`config.mk`:
```
export PLATFORM = sky130hd
export DESIGN_NAME = mfft_output_reorder_flat
export DESIGN_NICKNAME = d
export VERILOG_FILES = /design/src/rtl/mfft_output_reorder_pkg.sv /design/src/rtl/mfft_output_reorder_if.sv /design/src/rtl/mfft_reorder_ram.sv /design/src/rtl/mfft_output_reorder.sv /design/src/flat_wrapper.sv
export SDC_FILE = /design/constraint.sdc
export NUM_CORES = 1
export LEC_CHECK = 0
export ABC_AREA = 0
export BUFFER_PORTS_ARGS = -buffer_cell sky130_fd_sc_hd__buf_4
export CAP_MARGIN = 20
export CORE_MARGIN = 3
export CORE_UTILIZATION = 57
export DETAILED_ROUTE_END_ITERATION = 10
export HOLD_SLACK_MARGIN = 0.06
export PLACE_DENSITY = 0.86
export SETUP_SLACK_MARGIN = 0.5
export SYNTH_ARGS = -nofsm -noshare
export SYNTH_HDL_FRONTEND = slang
export SYNTH_SLANG_ARGS = --single-unit
```
`constraint.sdc`:
```
create_clock -name clk -period 4.35 [get_ports clk]
set_input_delay 0.435 -clock clk [delete_from_list [all_inputs] [get_ports clk]]
set_output_delay 0.435 -clock clk [all_outputs]
set_load 0.05 [all_outputs]
```
`src/rtl/mfft_output_reorder_pkg.sv`:
```
// Shared definitions for the FFT output reorder block: state encoding and NFFT derivation.
package mfft_output_reorder_pkg;

    typedef enum logic {
        COLLECT = 1'b0,
        DRAIN   = 1'b1
    } reorder_state_t;

    function automatic int calc_nfft(input int size_buffer);
        return 1 << size_buffer;
    endfunction

endpackage

```
`src/rtl/mfft_output_reorder_if.sv`:
```
// Butterfly-pair input bus and natural-order output bus of the FFT output reorder block.
interface mfft_output_reorder_if #(
    parameter int SIZE_BUFFER   = 3,
    parameter int SIZE_OUT_DATA = 16
);
    logic [SIZE_OUT_DATA-1:0] in_lo_i;
    logic [SIZE_OUT_DATA-1:0] in_lo_q;
    logic [SIZE_OUT_DATA-1:0] in_hi_i;
    logic [SIZE_OUT_DATA-1:0] in_hi_q;
    logic                     in_valid;
    logic                     in_ready;
    logic                     frame_done;
    logic [SIZE_OUT_DATA-1:0] out_i;
    logic [SIZE_OUT_DATA-1:0] out_q;
    logic                     out_valid;
    logic [SIZE_BUFFER-1:0]   out_index;
    logic                     out_last;
    logic                     overflow;

    modport master (
        output in_lo_i, in_lo_q, in_hi_i, in_hi_q, in_valid,
        input  in_ready, frame_done, out_i, out_q, out_valid, out_index, out_last, overflow
    );

    modport slave (
        input  in_lo_i, in_lo_q, in_hi_i, in_hi_q, in_valid,
        output in_ready, frame_done, out_i, out_q, out_valid, out_index, out_last, overflow
    );
endinterface

```
`src/rtl/mfft_reorder_ram.sv`:
```
// Single-clock simple dual-port RAM with registered read; holds the upper-half bins of a frame.
module mfft_reorder_ram #(
    parameter int DEPTH  = 4,
    parameter int ADDR_W = 2,
    parameter int DATA_W = 32
) (
    input  logic              clk,
    input  logic              wr_en,
    input  logic [ADDR_W-1:0] wr_addr,
    input  logic [DATA_W-1:0] wr_data,
    input  logic              rd_en,
    input  logic [ADDR_W-1:0] rd_addr,
    output logic [DATA_W-1:0] rd_data
);
    logic [DATA_W-1:0] mem [DEPTH];

    // NOTE: storage has no reset so it maps onto block RAM; every word is written before it is read.
    always_ff @(posedge clk) begin
        if (wr_en) mem[wr_addr] <= wr_data;
        if (rd_en) rd_data <= mem[rd_addr];
    end
endmodule

```
`src/rtl/mfft_output_reorder.sv`:
```
// Reorders butterfly lo/hi pairs into natural bin order: lo bins pass straight through,
// hi bins are buffered and drained contiguously right behind them.
module mfft_output_reorder
    import mfft_output_reorder_pkg::*;
#(
    parameter int SIZE_BUFFER   = 3,
    parameter int SIZE_OUT_DATA = 16
) (
    input  logic                 clk,
    input  logic                 reset,
    mfft_output_reorder_if.slave bus
);
    localparam int NFFT   = calc_nfft(SIZE_BUFFER);
    localparam int HALF   = NFFT / 2;
    localparam int CNT_W  = SIZE_BUFFER - 1;
    localparam int DATA_W = 2 * SIZE_OUT_DATA;
    localparam logic [CNT_W-1:0] LAST_CNT = CNT_W'(HALF - 1);

    reorder_state_t           state;
    logic [CNT_W-1:0]         wr_cnt;
    logic [CNT_W-1:0]         rd_cnt;
    logic                     drain_tail;
    logic                     src_ram;
    logic [SIZE_OUT_DATA-1:0] lo_i_reg;
    logic [SIZE_OUT_DATA-1:0] lo_q_reg;
    logic [DATA_W-1:0]        ram_rdata;
    logic                     accept;
    logic                     rd_en;

    assign accept         = bus.in_valid && (state == COLLECT) && !reset;
    assign rd_en          = (state == DRAIN) && !drain_tail && !reset;
    assign bus.frame_done = accept && (wr_cnt == LAST_CNT);

    // Registered RAM data and the lo register share the output, so drain adds no extra cycle.
    assign bus.out_i = src_ram ? ram_rdata[DATA_W-1 -: SIZE_OUT_DATA] : lo_i_reg;
    assign bus.out_q = src_ram ? ram_rdata[SIZE_OUT_DATA-1:0]         : lo_q_reg;

    mfft_reorder_ram #(
        .DEPTH  (HALF),
        .ADDR_W (CNT_W),
        .DATA_W (DATA_W)
    ) u_hi_mem (
        .clk     (clk),
        .wr_en   (accept),
        .wr_addr (wr_cnt),
        .wr_data ({bus.in_hi_i, bus.in_hi_q}),
        .rd_en   (rd_en),
        .rd_addr (rd_cnt),
        .rd_data (ram_rdata)
    );

    // NOTE: all state here updates with non-blocking assignments so every flop samples pre-edge values.
    always_ff @(posedge clk) begin
        if (reset) begin
            state         <= COLLECT;
            wr_cnt        <= '0;
            rd_cnt        <= '0;
            drain_tail    <= 1'b0;
            src_ram       <= 1'b0;
            lo_i_reg      <= '0;
            lo_q_reg      <= '0;
            bus.in_ready  <= 1'b1;
            bus.out_valid <= 1'b0;
            bus.out_last  <= 1'b0;
            bus.out_index <= '0;
            bus.overflow  <= 1'b0;
        end else begin
            bus.out_valid <= 1'b0;
            bus.out_last  <= 1'b0;
            src_ram       <= 1'b0;
            if (bus.in_valid && !bus.in_ready) bus.overflow <= 1'b1;

            case (state)
                COLLECT: begin
                    if (bus.in_valid) begin
                        lo_i_reg      <= bus.in_lo_i;
                        lo_q_reg      <= bus.in_lo_q;
                        bus.out_valid <= 1'b1;
                        bus.out_index <= {1'b0, wr_cnt};
                        if (wr_cnt == LAST_CNT) begin
                            wr_cnt       <= '0;
                            rd_cnt       <= '0;
                            state        <= DRAIN;
                            bus.in_ready <= 1'b0;
                        end else begin
                            wr_cnt <= wr_cnt + 1'b1;
                        end
                    end
                end
                DRAIN: begin
                    // Tail cycle lets the last hi bin leave before accepting the next frame.
                    if (!drain_tail) begin
                        src_ram       <= 1'b1;
                        bus.out_valid <= 1'b1;
                        bus.out_index <= {1'b1, rd_cnt};
                        bus.out_last  <= (rd_cnt == LAST_CNT);
                        if (rd_cnt == LAST_CNT) begin
                            rd_cnt     <= '0;
                            drain_tail <= 1'b1;
                        end else begin
                            rd_cnt <= rd_cnt + 1'b1;
                        end
                    end else begin
                        drain_tail   <= 1'b0;
                        state        <= COLLECT;
                        bus.in_ready <= 1'b1;
                    end
                end
            endcase
        end
    end
endmodule

```
`src/flat_wrapper.sv`:
```
// flat-port wrapper written by rule: the top's interface ports become plain ports
module mfft_output_reorder_flat import mfft_output_reorder_pkg::*;
#(
    parameter int SIZE_BUFFER   = 3,
    parameter int SIZE_OUT_DATA = 16
)
  (clk, reset, bus_in_lo_i, bus_in_lo_q, bus_in_hi_i, bus_in_hi_q, bus_in_valid, bus_in_ready, bus_frame_done, bus_out_i, bus_out_q, bus_out_valid, bus_out_index, bus_out_last, bus_overflow);
  mfft_output_reorder_if #(.SIZE_BUFFER(SIZE_BUFFER), .SIZE_OUT_DATA(SIZE_OUT_DATA)) bus_i ();
  input  logic clk;
  input  logic reset;
  input wire logic [$bits(bus_i.in_lo_i)-1:0] bus_in_lo_i;
  input wire logic [$bits(bus_i.in_lo_q)-1:0] bus_in_lo_q;
  input wire logic [$bits(bus_i.in_hi_i)-1:0] bus_in_hi_i;
  input wire logic [$bits(bus_i.in_hi_q)-1:0] bus_in_hi_q;
  input wire logic [$bits(bus_i.in_valid)-1:0] bus_in_valid;
  output wire logic [$bits(bus_i.in_ready)-1:0] bus_in_ready;
  output wire logic [$bits(bus_i.frame_done)-1:0] bus_frame_done;
  output wire logic [$bits(bus_i.out_i)-1:0] bus_out_i;
  output wire logic [$bits(bus_i.out_q)-1:0] bus_out_q;
  output wire logic [$bits(bus_i.out_valid)-1:0] bus_out_valid;
  output wire logic [$bits(bus_i.out_index)-1:0] bus_out_index;
  output wire logic [$bits(bus_i.out_last)-1:0] bus_out_last;
  output wire logic [$bits(bus_i.overflow)-1:0] bus_overflow;
  assign bus_i.in_lo_i = bus_in_lo_i;
  assign bus_i.in_lo_q = bus_in_lo_q;
  assign bus_i.in_hi_i = bus_in_hi_i;
  assign bus_i.in_hi_q = bus_in_hi_q;
  assign bus_i.in_valid = bus_in_valid;
  assign bus_in_ready = bus_i.in_ready;
  assign bus_frame_done = bus_i.frame_done;
  assign bus_out_i = bus_i.out_i;
  assign bus_out_q = bus_i.out_q;
  assign bus_out_valid = bus_i.out_valid;
  assign bus_out_index = bus_i.out_index;
  assign bus_out_last = bus_i.out_last;
  assign bus_overflow = bus_i.overflow;
  mfft_output_reorder #(.SIZE_BUFFER(SIZE_BUFFER), .SIZE_OUT_DATA(SIZE_OUT_DATA)) u_core (.clk(clk), .reset(reset), .bus(bus_i));
endmodule
```
-- After elaboration in Yosys (flattened, before gate mapping)
Memories as Yosys holds them, arrays and structs flattened. A register that Yosys moved wholly into a read port is not among the register bits.
Index checks and enable logic that the tools add are counted.
- add/sub/neg operators: 2
- order comparisons: 0
- muxes and demuxes: 25
- eq/ne operators: 6
- div/mod/pow operators: 0
- bitwise operators: 1
- multiply operators: 0
- reduce and logical (&&, ||, !) cells: 15
- shifts and indexed selects: 0
- operators by type and width (operator ; number):
    $mux 16 ; 2
    $mux 1 ; 11
    $mux 2 ; 5
    $ne 2x2->1 const B ; 4
    $logic_and 1x1->1 ; 6
    $mux 3 ; 2
    $pmux 1 s2 ; 3
    $pmux 3 s2 ; 1
    $reduce_and 3->1 ; 2
    $add 2x1->2 const B ; 2
    $eq 2x2->1 const B ; 2
    $pmux 2 s2 ; 1
    $reduce_and 2->1 ; 2
    $logic_not 1->1 ; 3
    $reduce_or 3->1 ; 1
    $reduce_or 2->1 ; 1
    $not 1->1 ; 1
- memories: 1
- memory bits (writable): 128
- input port bits: 67
- latch bits: 0
- register bits: 46
- ROM bits: 0
- output and inout bits: 40
- memory list (name ; depth ; bits a word ; read ports ; clocked after Yosys merged registers in ; wr ports ; RTL line ; source):
    u_core.u_hi_mem.mem ; 4 ; 32 ; 1 ; 1 ; 1 ; mfft_reorder_ram.sv:15 ; logic [DATA_W-1:0] mem [DEPTH];

-- Logic depth before layout (Yosys ltp)
Gate-level depths: netlist of run 1.
- word-level depth: 5
- mapped depth: 6
- depth with buffers taken out: 4

-- By module
From an unflattened synthesis of run 1, not the netlist that was laid out.
- cells, all modules: 369
- area, all modules: 7612.3 um^2
- by module, submodules not included (module ; area an instance (um^2) ; cells an instance ; times used ; seq. area each (um^2)):
    mfft_reorder_ram ; 5650.4 ; 203 ; 1 ; 4804.6
    mfft_output_reorder ; 1961.9 ; 166 ; 1 ; 920.9

-- Worst setup path before layout of run 1
OpenSTA, ideal clock, no wires.
- kind: input to register
- start: in reset
- end: mem u_core.u_hi_mem.mem[3][0] (enable)
- data required time: 3.832 ns
- setup time: 0.518 ns
- path slack: -0.419 ns
- arrival: 4.250 ns
- stages: 3
- cells stage by stage: clkbuf_1 -> clkbuf_1 -> nor3b_1
- cells in the longest elaborated chain, start to end: 4
- ends and longest elaborated chain (item ; RTL line ; source):
    from (decl) ; flat_wrapper.sv:10 ; input logic reset;
    $logic_not 1->1 ; mfft_output_reorder.sv:30 ; assign accept = bus.in_valid && (state == COLLECT) && !reset;
    $logic_and 1x1->1 ; mfft_output_reorder.sv:30 ;
    $mux 1 ; mfft_reorder_ram.sv:19 ; if (wr_en) mem[wr_addr] <= wr_data;
    $mux 1 (implied by the code) ; mfft_reorder_ram.sv:19 ;
    to (decl) ; mfft_reorder_ram.sv:15 ;
Every way passes these cells.

-- Worst setup path in the final report of run 1
- start: reg u_core.state
- end: out bus_frame_done
- cells in the longest elaborated chain, start to end: 4
- ends and longest elaborated chain (item ; RTL line ; source):
    from (decl) ; mfft_output_reorder.sv:19 ; reorder_state_t state;
    from (signal assigned) ; mfft_output_reorder.sv:55 ; state <= COLLECT;
    from (signal assigned) ; mfft_output_reorder.sv:83 ; state <= DRAIN;
    from (signal assigned) ; mfft_output_reorder.sv:105 ; state <= COLLECT;
    $not 1->1 (no line) ; -- ;
    $logic_and 1x1->1 (2 in a row) ; mfft_output_reorder.sv:30 ;
    $logic_and 1x1->1 ; mfft_output_reorder.sv:32 ; assign bus.frame_done = accept && (wr_cnt == LAST_CNT);
    to (decl) ; flat_wrapper.sv:17 ; output wire logic [$bits(bus_i.frame_done)-1:0] bus_frame_done;
Every way passes these cells.

==> results of run 1 <==
## cell families after synthesis
logic type | share of synthesized area
AOI/OAI and AO/OA | 0.0316
adders and majority gates | 0.00811
buffers and inverters | 0.0245
DFF | 0.742
muxes | 0.144
and+or+nand+nor | 0.0501
## final timing paths
check,slack [ns],cells after the start,end
max,0.98,3,bus_frame_done
min reg2reg,0.45,2,u_core.lo_q_reg[9]
max reg2reg,1.46,3,u_core.u_hi_mem.mem[3][19]
min,0.16,1,u_core.u_hi_mem.mem[3][9]
## metal layers
layer / vias to the layer above / GRT usage
met4: 0 / 0.0868
li1: 1899 / -
met3: 39 / 0.0332
met1: 2087 / 0.281
met2: 167 / 0.379
met5: - / 0
## layout by cell type, fill, tap and decap left out, types with 2 or more instances in the layout
master and count:
sky130_fd_sc_hd__a21o_1 2, sky130_fd_sc_hd__clkbuf_16 21, sky130_fd_sc_hd__nor2_1 6, sky130_fd_sc_hd__inv_1 3, sky130_fd_sc_hd__a21oi_1 38, sky130_fd_sc_hd__clkinv_1 3, sky130_fd_sc_hd__clkinv_2 4, sky130_fd_sc_hd__nor3b_2 3
sky130_fd_sc_hd__nor2b_1 4, sky130_fd_sc_hd__dfxtp_2 3, sky130_fd_sc_hd__dfxtp_1 43, sky130_fd_sc_hd__clkbuf_1 6, sky130_fd_sc_hd__nand2_1 67, sky130_fd_sc_hd__buf_4 114, sky130_fd_sc_hd__clkbuf_8 3, sky130_fd_sc_hd__mux2_2 30
sky130_fd_sc_hd__mux2_1 2, sky130_fd_sc_hd__mux4_2 32, sky130_fd_sc_hd__mux2i_1 3, sky130_fd_sc_hd__a211oi_1 4, sky130_fd_sc_hd__ha_1 5, sky130_fd_sc_hd__edfxtp_1 160
## power breakdown
group / internal, mW / switching (mW) / total (mW)
Sequential: 2.17 / 0.0235 / 2.20
Combinational: 0.116 / 0.173 / 0.289
Clock: 0.938 / 0.679 / 1.62
Total: 3.23 / 0.876 / 4.10
## layout make-up
| class | count | share of cell area |
|---|---|---|
| repair buffers | 114 | 0.0922 |
| clock buffers | 30 | 0.0635 |
| clock inverters | 7 | 0.00337 |
| flip-flops and latches | 206 | 0.618 |
| well taps | 172 | 0.0232 |
| inverters | 3 | 0.00121 |
| multi-input cells | 207 | 0.199 |
## per-stage QoR
step / instances / util / instance area (sq um)
3_5_place_dp: 702 / 0.670 / 8660
4_1_cts: 739 / 0.718 / 9280
6_report: 739 / 0.718 / 9280
2_1_floorplan: 443 / - / 7720
5_1_grt: 739 / 0.718 / 9280
3_3_place_gp: 702 / 0.670 / 8660
==> results.json, run 1 <==
{
  "outcome": "finished, final reports clean",
  "met3_wirelength_microns": 1030,
  "grt_setup_unrepaired": "no",
  "wl_met2_microns": 8120,
  "layout.nets": 625,
  "critical_path_required_ns": 3.91,
  "seq_area_frac_synth": 0.742,
  "post_synth_main_area_contributors": "sky130_fd_sc_hd__edfxtp_1 62%, sky130_fd_sc_hd__dfxtp_1 12%, sky130_fd_sc_hd__mux4_2 9.3%",
  "shortest_period_the_worst_path_allows_ns": 3.37,
  "min-delay-start": "bus_in_hi_q[9]",
  "drt-vias-per-instance": 5.67,
  "first_pass_grt_wire_length_microns": 24700,
  "crit_fanout": 38,
  "detailedRoute.firstPassIterationCount": 4,
  "fin_tns_setup_ns": 0,
  "worst_slack_ns": 0.985,
  "cts_hold_buffers": 0,
  "cts_tree": "yes",
  "power.density_nw_per_um2": 442,
  "yosysTopAreaCell": "sky130_fd_sc_hd__edfxtp_1",
  "n_antenna_cell": 0,
  "max-vdd-ir-drop_v": 0.000351,
  "clock_pin_slew_of_the_registers_on_the_worst_case_setup_and_hold_paths_ns": 0.06,
  "syn_inst": 443,
  "preCtsSetupSlack_ns": 1.49,
  "final_hold_viol_count": 0,
  "synth_enable_flop_cells": 160,
  "arrival_ns": 2.93,
  "drt_iter0_markers": 397,
  "critical_path.cell_chain": "nand2b_2 -> nor3b_4 -> buf_4",
  "fp.dieArea_sq_um": 15000,
  "synth.most_common_cell": "sky130_fd_sc_hd__edfxtp_1",
  "report.final.setup_viol": 0,
  "largest-register": "u_core.u_hi_mem.mem",
  "worst_slew_pin_slew_ns": 1.11,
  "starting_density_of_the_core": 0.597,
  "grt_pass1_vias": 4505,
  "post-route-drc-count": 0,
  "total_leakage_power_nw": 3.31,
  "cts_htree_levels": 1,
  "yosysWarningCount": 0,
  "timing.slew.headroom": 0.256,
  "grt_max_degree": 52,
  "post_synth_top_flop": "sky130_fd_sc_hd__edfxtp_1",
  "crit_path_max_incr_delay_ns": 0.98,
  "worst_setup_end_kind": "primary output",
  "timing.final.max_slew_violations": 0,
  "chipWidth_microns": 122,
  "average_routed_wire_per_standard_cell_microns": 21.3,
  "ff_latch_area_sq_um": 5730,
  "floorplan.rows": 41,
  "cts_sinks": 206,
  "ioPinCount": 107,
  "core_area_sq_um": 12900,
  "critical_path_class": "flip-flop to primary output",
  "globalplace.congestion": 0.738,
  "post_cts_resized": 0,
  "grt_antenna_before_repair": 0,
  "synth.net_count": 515,
  "ff_latch_count_synth": 206,
  "synth_commonest_cells": "160 x sky130_fd_sc_hd__edfxtp_1, 67 x sky130_fd_sc_hd__nand2_1, 46 x sky130_fd_sc_hd__dfxtp_1",
  "postCtsSetupRepairBufs": 0,
  "r2r_start": "u_core.state",
  "largest_registers": "u_core.u_hi_mem.mem (128), u_core.u_hi_mem.rd_data (32)",
  "die_y_microns": 122,
  "area_delta_synth_final_pct": 20.2,
  "gr-total-overflow": 0,
  "maxCapViolations": 0,
  "clock_tree.root_cell": "sky130_fd_sc_hd__clkbuf_16",
  "buf_inv_stages_crit_path": 1,
  "share_of_flip_flops_with_an_asynchronous_set_or_reset": 0,
  "max-clock-path-buffers": 3,
  "drt-total-wl_microns": 15700,
  "worstSetupStartpointType": "flip-flop",
  "p_total_mw": 4.10,
  "worst_clock_skew_ns": 0.00692,
  "filler_cell_count": 800,
  "whs_ns": 0.158,
  "largest_reg_flops": 128,
  "worst_skew_pair.late_latency_ns": 0.48,
  "timing.critical_path.slowest_stage_cell": "sky130_fd_sc_hd__nor3b_4",
  "post_route_cells_drive_above_1_share": 0.377,
  "met1Wirelength_microns": 6050,
  "port_buffers": 106,
  "netlist-cell-type-count": 27,
  "cts_made_buffers": 21,
  "syn-cell-area_sq_um": 7720,
  "dr.max_layer_used": "met4",
  "final_min_period_over_clock_period": 0.774,
  "worstSetupStartpoint": "u_core.state",
  "ant_nets": 0,
  "post_dp_hpwl_microns": 9290,
  "fmax_mhz": 297,
  "vias": 4192,
  "min-delay-path-class": "input pin to flip-flop",
  "syn_area_per_cell_sq_um": 17.4,
  "synth_top_area_share": 0.622,
  "area_of_the_multi_input_gates_sq_um": 1850,
  "grt_util_all_layers": 0.219,
  "path_delay_family": "simple AND/OR/NAND/NOR gates"
}
Power figures use the tool's default switching activity.
==> run 2: changes to the inputs <==
Settings changed: CORE_UTILIZATION 57 to 51, PLACE_DENSITY 0.86 to 0.82.
Clock period 4.35 ns to 2.9 ns, I/O delays scaled along.
==> run 2 against run 1 <==
Net effect: sequential share of layout area decreased by 3.8 points; total power increased by 55%; die area increased by 11%; worst hold slack got worse by 0.086 ns; register-to-register slack got worse by 0.54 ns; combinational power increased by 72%; global-route usage decreased by 2.0 points.
==> results.json, run 2 (same netlist as run 1, synthesis figures left out) <==
{
  "timing.final.max_slew_violations": 0,
  "timing.slew.headroom": 0.369,
  "intPower_mw": 5.01,
  "comb_power_share": 0.078,
  "detailedRoute.firstPassIterationCount": 4,
  "chipWidth_microns": 129,
  "starting_density_of_the_core": 0.527,
  "post-route-drc-count": 0,
  "dpl_cell_area_sq_um": 8740,
  "largest-register": "u_core.u_hi_mem.mem",
  "grt_max_degree": 52,
  "preCtsSetupSlack_ns": 0.920,
  "cts_htree_levels": 1,
  "critical_path_class": "flip-flop to primary output",
  "power.density_nw_per_um2": 643,
  "grt_antenna_before_repair": 0,
  "report.final.setup_viol": 0,
  "max-clock-path-buffers": 3,
  "switching_share": 0.212,
  "critical_path_required_ns": 2.61,
  "final_hold_viol_count": 0,
  "worst_slack_ns": 0.731,
  "reg2regPathDepth": 3,
  "worst_setup_end_kind": "primary output",
  "timing.hold.worst_endpoint": "u_core.lo_i_reg[13]",
  "total_leakage_power_nw": 3.57,
  "grt_util_all_layers": 0.199,
  "final_min_period_over_clock_period": 0.748,
  "post_dp_hpwl_microns": 9540,
  "drt_iter0_markers": 295,
  "drt-total-wl_microns": 16300,
  "worst_clock_skew_ns": 0.00895,
  "final_common_cell": "sky130_fd_sc_hd__edfxtp_1",
  "worst_skew_pair.late_latency_ns": 0.48,
  "ant_nets": 0,
  "grt_pass1_vias": 4714,
  "worstSetupStartpointType": "flip-flop",
  "outcome": "finished, final reports clean",
  "mostFrequentLayoutCells": "160 x sky130_fd_sc_hd__edfxtp_1, 116 x sky130_fd_sc_hd__buf_4, 67 x sky130_fd_sc_hd__nand2_1",
  "grt_setup_unrepaired": "no",
  "floorplan.rows": 44,
  "rrSetupSlack_ns": 0.92,
  "drt-vias-per-instance": 5.44,
  "ioPinCount": 107,
  "max-vdd-ir-drop_v": 0.000493,
  "fin_tns_setup_ns": 0,
  "worst_slew_pin_slew_ns": 0.944,
  "cts_sinks": 206,
  "switching_power_mw": 1.35,
  "post_route_cells_drive_above_1_share": 0.355,
  "largest_reg_flops": 128,
  "die_y_microns": 129,
  "fmax_mhz": 461,
  "area_delta_synth_final_pct": 28.2,
  "hold_depth": 3,
  "first_pass_grt_wire_length_microns": 25300,
  "maxCapViolations": 0,
  "vias": 4375,
  "n_antenna_cell": 0,
  "average_routed_wire_per_standard_cell_microns": 20.3,
  "power.sequential.fraction": 0.518,
  "core_area_sq_um": 14600,
  "port_buffers": 106,
  "crit_fanout": 11,
  "cts_tree": "yes",
  "arrival_ns": 1.88,
  "gr-total-overflow": 0,
  "clock_tree.root_cell": "sky130_fd_sc_hd__clkbuf_16",
  "min-delay-path-class": "input pin to flip-flop",
  "cts_made_buffers": 21,
  "min-delay-start": "bus_in_lo_i[13]",
  "shortest_period_the_worst_path_allows_ns": 2.17,
  "r2r_start": "u_core.state",
  "clock_pin_slew_of_the_registers_on_the_worst_case_setup_and_hold_paths_ns": 0.06,
  "layout.cell_area.non_filler_sq_um": 9890,
  "endpoint_of_the_worst_slack_reg_to_reg_timing_path": "u_core.u_hi_mem.rd_data[9]",
  "layout.nets": 678,
  "largest_registers": "u_core.u_hi_mem.mem (128), u_core.u_hi_mem.rd_data (32)",
  "globalplace.congestion": 0.727,
  "clockPowerShare": 0.404,
  "fp.dieArea_sq_um": 16600
}
==> run 2: critical path, cell delays in order (launching register included) <==
cell	delay, ns
sky130_fd_sc_hd__dfxtp_1	0.41
sky130_fd_sc_hd__nand2b_2	0.40
sky130_fd_sc_hd__nor3b_4	0.33
sky130_fd_sc_hd__buf_4	0.25
==> run 2: how the worst max path moves through the flow <==
| stage | startpoint | slack (ns) | cells after the start | endpoint |
|---|---|---|---|---|
| 5_1_grt | u_core.state | 0.66 | 3 | bus_frame_done |
| 6_report | u_core.state | 0.73 | 3 | bus_frame_done |
| 3_5_place_dp | u_core.state | 0.92 | 3 | u_core.u_hi_mem.rd_data[29] |
| 4_1_cts | u_core.src_ram | 0.51 | 2 | bus_out_i[14] |
| 2_1_floorplan | u_core.state | 0.45 | 3 | u_core.u_hi_mem.mem[0][0] |
| 3_3_place_gp | u_core.state | 0.97 | 3 | u_core.u_hi_mem.rd_data[29] |
==> run 2: what timing repair did <==
item / in CTS / in global routing
pin swaps: 1 / 0
setup endpoints to repair: 1 / 20
endpoints found under the hold margin: 145 / 0
hold buffers: 49 / 0
buffers inserted: 1 / 0
gates resized for setup: 0 / 1
==> run 2: cell type report <==
type / count / area, sq um
Sequential cell: 206 / 5730
Inverter: 3 / 11.3
Multi-Input combinational cell: 207 / 1860
Timing Repair Buffer: 167 / 1400
Fill cell: 923 / 4750
Clock buffer: 26 / 554
Clock inverter: 11 / 101
Tap cell: 184 / 230
==> run 2: metrics by stage <==
stage / instances / total power [mW] / util / hold slack, ns
2_1_floorplan: 443 / 3.61 / - / 0.389
3_3_place_gp: 717 / 3.78 / 0.597 / 0.438
3_5_place_dp: 717 / 3.80 / 0.597 / 0.448
4_1_cts: 804 / 6.41 / 0.675 / 0.0606
5_1_grt: 804 / 6.58 / 0.676 / 0.0619
6_report: 804 / 6.36 / 0.676 / 0.0718
==> run 2: power groups by stage <==
| stage | Combinational [mW] | Clock, mW | Sequential [mW] |
|---|---|---|---|
| 3_5_place_dp | 0.441 | 0 | 3.36 |
| 2_1_floorplan | 0.255 | 0 | 3.35 |
| 5_1_grt | 0.529 | 2.75 | 3.30 |
| 4_1_cts | 0.498 | 2.62 | 3.30 |
| 3_3_place_gp | 0.427 | 0 | 3.35 |
| 6_report | 0.496 | 2.57 | 3.30 |
==> run 2: metal layers <==
layer	GRT usage	wire length, microns
met1	0.258	6580
met2	0.333	8300
met3	0.0350	970
met4	0.0877	476
met5	0	0
